--- config.mk ---
export PLATFORM = sky130hd
export DESIGN_NAME = at_seq
export DESIGN_NICKNAME = d
export VERILOG_FILES = /design/src/rtl/at_seq.sv
export SDC_FILE = /design/constraint.sdc
export NUM_CORES = 1
export LEC_CHECK = 0
export CORE_UTILIZATION = 45
export CTS_BUF_LIST = sky130_fd_sc_hd__clkbuf_4 sky130_fd_sc_hd__clkbuf_8 sky130_fd_sc_hd__clkbuf_16
export DETAILED_ROUTE_END_ITERATION = 8
export PLACE_DENSITY = 0.73
export SYNTH_ARGS = -nofsm -noshare
export SYNTH_HDL_FRONTEND = slang
export SYNTH_SLANG_ARGS = --single-unit
export TNS_END_PERCENT = 30
--- constraint.sdc ---
create_clock -name clk_sys -period 1.5 [get_ports clk_sys]
set_input_delay 0.15 -clock clk_sys [delete_from_list [all_inputs] [get_ports clk_sys]]
set_output_delay 0.15 -clock clk_sys [all_outputs]
set_load 0.03 [all_outputs]
--- src/rtl/at_seq.sv ---
// -----------------------------------------------------------------------------
// at_seq -- sequencer for a 16-bit 74194-style universal shift register (AT).
//
// Runs one load, shift-right, shift-left or rotate-right operation on the
// external AT register. For each step it sets the mode select and serial
// input one cycle early, then pulses the register strobe. It also tracks the
// bits that fall off the end of the register.
//
// Ports
//   clk_sys   in   system clock, rising edge
//   clr_n     in   asynchronous active-low reset
//   start     in   operation request, sampled only when idle
//   op[1:0]   in   00 load, 01 shift right, 10 shift left, 11 rotate right
//   cnt[3:0]  in   shift step count, 0 means 16 (ignored for load)
//   fill      in   serial bit injected for shift right / shift left
//   at_lsb    in   AT bit 0 read back from the register
//   at_msb    in   AT bit 15 read back from the register
//   s1, s0    out  AT mode: 00 hold, 01 shift right, 10 shift left, 11 load
//   sl        out  serial bit into AT
//   c         out  AT strobe, the register acts on its rising edge
//   busy      out  operation in progress
//   done      out  one-cycle completion pulse
//   last_out  out  last bit shifted out of AT
//   any_out   out  sticky OR of all bits shifted out during the operation
//
// State  | meaning
// -------+-----------------------------------------------------------------
// IDLE   | outputs quiet; waits for start and captures op/cnt/fill
// SET    | drives mode and sl for the next step, samples the outgoing bit
// PULSE  | raises c with mode/sl held, counts the step
// DONE   | one-cycle done pulse, then back to IDLE
//
// Each state's outputs are registered at the clock edge where that state is
// executed. As a result, the mode settles a full cycle before c rises, and c
// always falls between two steps.
// -----------------------------------------------------------------------------
module at_seq (
    input  logic       clk_sys,
    input  logic       clr_n,
    input  logic       start,
    input  logic [1:0] op,
    input  logic [3:0] cnt,
    input  logic       fill,
    input  logic       at_lsb,
    input  logic       at_msb,
    output logic       s1,
    output logic       s0,
    output logic       sl,
    output logic       c,
    output logic       busy,
    output logic       done,
    output logic       last_out,
    output logic       any_out
);

    typedef enum logic [1:0] {
        ST_IDLE  = 2'd0,
        ST_SET   = 2'd1,
        ST_PULSE = 2'd2,
        ST_DONE  = 2'd3
    } state_t;

    localparam logic [1:0] OP_LOAD = 2'b00;
    localparam logic [1:0] OP_SHR  = 2'b01;
    localparam logic [1:0] OP_SHL  = 2'b10;
    localparam logic [1:0] OP_ROR  = 2'b11;

    localparam logic [1:0] MODE_HOLD = 2'b00;
    localparam logic [1:0] MODE_SHR  = 2'b01;
    localparam logic [1:0] MODE_SHL  = 2'b10;
    localparam logic [1:0] MODE_LOAD = 2'b11;

    state_t     state_q;
    logic [1:0] op_q;
    logic       fill_q;
    logic [4:0] steps_q;        // one bit wider than cnt so that 0 maps to 16
    logic [1:0] mode_q;
    logic       sl_q;
    logic       c_q;
    logic       busy_q;
    logic       done_q;
    logic       last_q;
    logic       any_q;

    logic [1:0] mode_d;
    logic       sl_d;
    logic       out_bit_d;      // bit about to leave AT on the coming step
    logic [4:0] steps_d;        // step count for a newly accepted start

    // Mode, serial input and outgoing bit for the captured operation.
    // Rotate right uses the shift-right mode and feeds bit 0 back into bit 15.
    always_comb begin
        mode_d    = MODE_HOLD;
        sl_d      = 1'b0;
        out_bit_d = 1'b0;
        unique case (op_q)
            OP_LOAD: begin
                mode_d    = MODE_LOAD;
                sl_d      = 1'b0;
                out_bit_d = 1'b0;
            end
            OP_SHR: begin
                mode_d    = MODE_SHR;
                sl_d      = fill_q;
                out_bit_d = at_lsb;
            end
            OP_SHL: begin
                mode_d    = MODE_SHL;
                sl_d      = fill_q;
                out_bit_d = at_msb;
            end
            OP_ROR: begin
                mode_d    = MODE_SHR;
                sl_d      = at_lsb;
                out_bit_d = at_lsb;
            end
            default: begin
                mode_d    = MODE_HOLD;
                sl_d      = 1'b0;
                out_bit_d = 1'b0;
            end
        endcase
    end

    always_comb begin
        steps_d = {1'b0, cnt};
        if (op == OP_LOAD) begin
            steps_d = 5'd1;
        end else if (cnt == 4'd0) begin
            steps_d = 5'd16;
        end
    end

    always_ff @(posedge clk_sys or negedge clr_n) begin
        if (!clr_n) begin
            state_q <= ST_IDLE;
            op_q    <= OP_LOAD;
            fill_q  <= 1'b0;
            steps_q <= 5'd0;
            mode_q  <= MODE_HOLD;
            sl_q    <= 1'b0;
            c_q     <= 1'b0;
            busy_q  <= 1'b0;
            done_q  <= 1'b0;
            last_q  <= 1'b0;
            any_q   <= 1'b0;
        end else begin
            unique case (state_q)
                ST_IDLE: begin
                    mode_q <= MODE_HOLD;
                    sl_q   <= 1'b0;
                    c_q    <= 1'b0;
                    busy_q <= 1'b0;
                    done_q <= 1'b0;
                    if (start) begin
                        op_q    <= op;
                        fill_q  <= fill;
                        steps_q <= steps_d;
                        last_q  <= 1'b0;
                        any_q   <= 1'b0;
                        busy_q  <= 1'b1;
                        state_q <= ST_SET;
                    end
                end
                ST_SET: begin
                    mode_q <= mode_d;
                    sl_q   <= sl_d;
                    c_q    <= 1'b0;
                    busy_q <= 1'b1;
                    if (op_q != OP_LOAD) begin
                        last_q <= out_bit_d;
                        any_q  <= any_q | out_bit_d;
                    end
                    state_q <= ST_PULSE;
                end
                ST_PULSE: begin
                    // mode_q and sl_q keep their SET values while c is high
                    c_q     <= 1'b1;
                    busy_q  <= 1'b1;
                    steps_q <= steps_q - 5'd1;
                    if ((steps_q == 5'd1) || (op_q == OP_LOAD)) begin
                        state_q <= ST_DONE;
                    end else begin
                        state_q <= ST_SET;
                    end
                end
                ST_DONE: begin
                    mode_q  <= MODE_HOLD;
                    sl_q    <= 1'b0;
                    c_q     <= 1'b0;
                    busy_q  <= 1'b0;
                    done_q  <= 1'b1;
                    state_q <= ST_IDLE;
                end
                default: begin
                    state_q <= ST_IDLE;
                end
            endcase
        end
    end

    assign s1       = mode_q[1];
    assign s0       = mode_q[0];
    assign sl       = sl_q;
    assign c        = c_q;
    assign busy     = busy_q;
    assign done     = done_q;
    assign last_out = last_q;
    assign any_out  = any_q;

endmodule

==> out/summary.log <==
[critical_path] arrival time at the worst endpoint 1.65 ns
[sta] Tightest Pin Transition 0.378 ns
[drt] 1st-iter DRT viols 4
[sta] worst clock skew 0.00360 ns
[logic_synthesis] yosys warns 0
[logic_synthesis] post-synth top area share 0.427
[sta] worst-case headroom to the max-slew limit 0.746
[pwr] overall power of the completed layout 2.91 mW
[pwr] leakage power figure 0.692 nW
[run_status] status finished clean
[cts] CTS hold repair buffers 0
[pwr] Power per Cell Area 2060 nW/um2
[cells_and_area] count of nets after finishing 160
[critical_path] register-to-register setup slack 0.03 ns
[sta] total count of max-transition violations in the final report 0
[cts] H-Tree Depth 1
[cells_and_area] leading cell type in the layout, fill and taps excluded sky130_fd_sc_hd__dfrtp_1
[drt] DRC violations left 0
[floorplan] floorplan row count 17
[sta] Fin. Hold Viols 0
[sta] final setup fails 0
[logic_synthesis] synthesis-stage register bit count 18
[cts] clock slew at reported path FFs 0.10 ns
[floorplan] die extent in y 50.4 um
[job] max-cap check violation count 0
[cts] clock root buffer master sky130_fd_sc_hd__clkbuf_4
[global_routing] met2 Usage GRT 0.324
[sta] Tmin final 1.47 ns
[floorplan] total die area 2540 um2
[logic_synthesis] nets in the synthesized netlist 128
[floorplan] initial cell density of the core 0.477
[cts] CTS Sinks 18
[pwr] worst voltage drop across the vdd grid 0.00125 V
[logic_synthesis] cell type with the largest total area after synthesis sky130_fd_sc_hd__dfrtp_1
[drt] drt first pass iters 4
[drt] ANT nets after route 0
[cts] cts bufs inserted 3
[cells_and_area] commonest non-fill, non-tap cells in the layout 17 x sky130_fd_sc_hd__dfrtp_1, 14 x sky130_fd_sc_hd__clkdlybuf4s50_1, 11 x sky130_fd_sc_hd__ha_1
[cells_and_area] Layout area overhead 33.5%
[global_routing] grt total ovfl 0
[cts] Clock Latency Late Sink 0.30 ns
[sta] setup repair after global routing missed its margin true
[floorplan] die outline width 50.4 um
[placed_design] Final Wtd Congestion 0.919
[floorplan] placeable core area 2210 um2
[drt] detailed-route via count 845
[cells_and_area] Filler Cell Count 186
[global_routing] met3 Resource Use GR 0.0212
[global_routing] initial antenna violation count 0
[global_routing] wire length of the first global-routing pass 3710 um
[critical_path] type of element capturing the critical path register
[critical_path] Critical Setup Path Class reg2reg
[drt] post-detailed-routing wire length 2200 um
[placed_design] Detail Placement HPWL 1750 um
[drt] wire length per cell 13.6 um
[logic_synthesis] cell area after technology mapping 1060 um2
[logic_synthesis] synthesized area divided by synthesized cell count 10.3 um2
[logic_synthesis] number of different library cells in the post-synthesis netlist 27
[critical_path] required time of the critical path 1.68 ns
[global_routing] GRT Total Usage 0.203
[logic_synthesis] sequential element share of the synthesized area 0.427
[critical_path] critical-path maximum fanout 4
[floorplan] io pins 20
[sta] Fmax 682 MHz
[placed_design] total of buffers placed on input and output ports 19
[sta] final cycle utilization of the critical path 0.978
[global_routing] GR Layer Usage met1 0.253
[cells_and_area] ant diodes 0
[cells_and_area] share of cells above drive strength 1 0.195
[worst_hold_path] worst hold path type in2async
[global_routing] largest net degree at the start of global routing 19
[global_routing] global routing's busiest layer met2
[cts] number of buffers inserted by post-CTS setup repair 0
[cells_and_area] utilization of the core after routing 0.637
[drt] DR vias/cell 5.25
[logic_synthesis] post-synthesis instance total 103
[cts] worst-case clock buffer depth 2
[global_routing] vias in the first global route 858
[cts] TritonCTS clock tree done
[critical_path] kind of start point of the critical path register
[logic_synthesis] ranking of synthesized cells by area sky130_fd_sc_hd__dfrtp_1 43%, sky130_fd_sc_hd__ha_1 15%, sky130_fd_sc_hd__o21ai_0 4.7%, sky130_fd_sc_hd__mux2_2 4.3%, sky130_fd_sc_hd__inv_1 3.9%
area by class of cell:
cell class | count | area, um2 | share of cell area
tap | 28 | 35.0 | 0.0248
inverter | 11 | 43.8 | 0.0311
timing repair buffer | 29 | 274 | 0.194
multi-input combinational | 72 | 583 | 0.413
sequential | 18 | 452 | 0.320
clock buffer | 3 | 22.5 | 0.0160
registers in the layout, summed over array words and instances (netlist names):
signal    flops
op_q          2
any_out       1
sl            1
steps_q       5
done          1
fill_q        1
last_out      1
state_q       2
c             1
busy          1
mode_q        2
final timing paths:
path | startpoint | to | cells after the start
setup reg to reg | state_q[1] | steps_q[4] | 7
min in group clk_sys | fill | fill_q | 2
max in group asynchronous | clr_n | state_q[1] | 2
setup / recovery | state_q[1] | steps_q[4] | 7
hold / removal | clr_n | c | 2
hold reg to reg | mode_q[0] | mode_q[0] | 2
Yosys cell counts, drive strengths merged:
library cell  number
a32oi              1
a21oi              3
o221ai             1
mux2i              4
nand2             10
o31ai              1
o41ai              1
o21ai             11
a211oi             1
a221oi             1
or2b               1
dfrtp             18
nor4b              1
buf                2
a21o               1
nor2               7
ha                13
nor2b              1
nand4              1
mux2               4
nor4               1
nand3              2
nor3               2
inv               11
a31oi              2
a22oi              2
metrics by stage:
stage               instances  cell area, um2  hold slack [ns]  worst slack [ns]  TNS [ns]
floorplan                 103            1070           -0.146            0.0292         0
global placement          158            1350            0.462            0.0777         0
detailed placement        158            1350            0.473            0.0261         0
CTS                       161            1370            0.175           0.00632         0
global route              161            1410            0.190           -0.0197   -0.0359
finish                    161            1410            0.173            0.0337         0
repair_timing:
action / in CTS / in global routing
setup endpoints to repair: 2 / 10
gates resized for setup: 2 / 10
hold endpoints to repair: 0 / 0
routing by layer:
| layer | vias up | routed length [um] |
|---|---|---|
| met5 | - | 0 |
| met4 | 0 | 53 |
| met3 | 5 | 47 |
| met2 | 16 | 1130 |
| met1 | 402 | 970 |
| li1 | 422 | - |
report_power, final:
part           internal (mW)  total, mW  switching (mW)
clock                 0.0936      0.240           0.147
combinational          0.847       1.77           0.920
sequential             0.708      0.900           0.192
worst max-delay path: stages, from the launching register on:
cell	delay (ns)
sky130_fd_sc_hd__dfrtp_2	0.46
sky130_fd_sc_hd__inv_2	0.09
sky130_fd_sc_hd__ha_4	0.15
sky130_fd_sc_hd__mux2i_4	0.25
sky130_fd_sc_hd__buf_6	0.13
sky130_fd_sc_hd__nor4_4	0.03
sky130_fd_sc_hd__a22oi_1	0.16
sky130_fd_sc_hd__o21ai_1	0.09
cells by family (layout without fill, tap and decap cells):
group	Yosys count	after routing	share of synthesized area
compound gates	25	25	0.152
fa+ha+maj	13	13	0.154
buf+inv	13	43	0.0604
flops	18	18	0.427
mux	8	8	0.0806
simple gates	26	26	0.127
(Power assumes the default switching activity.)
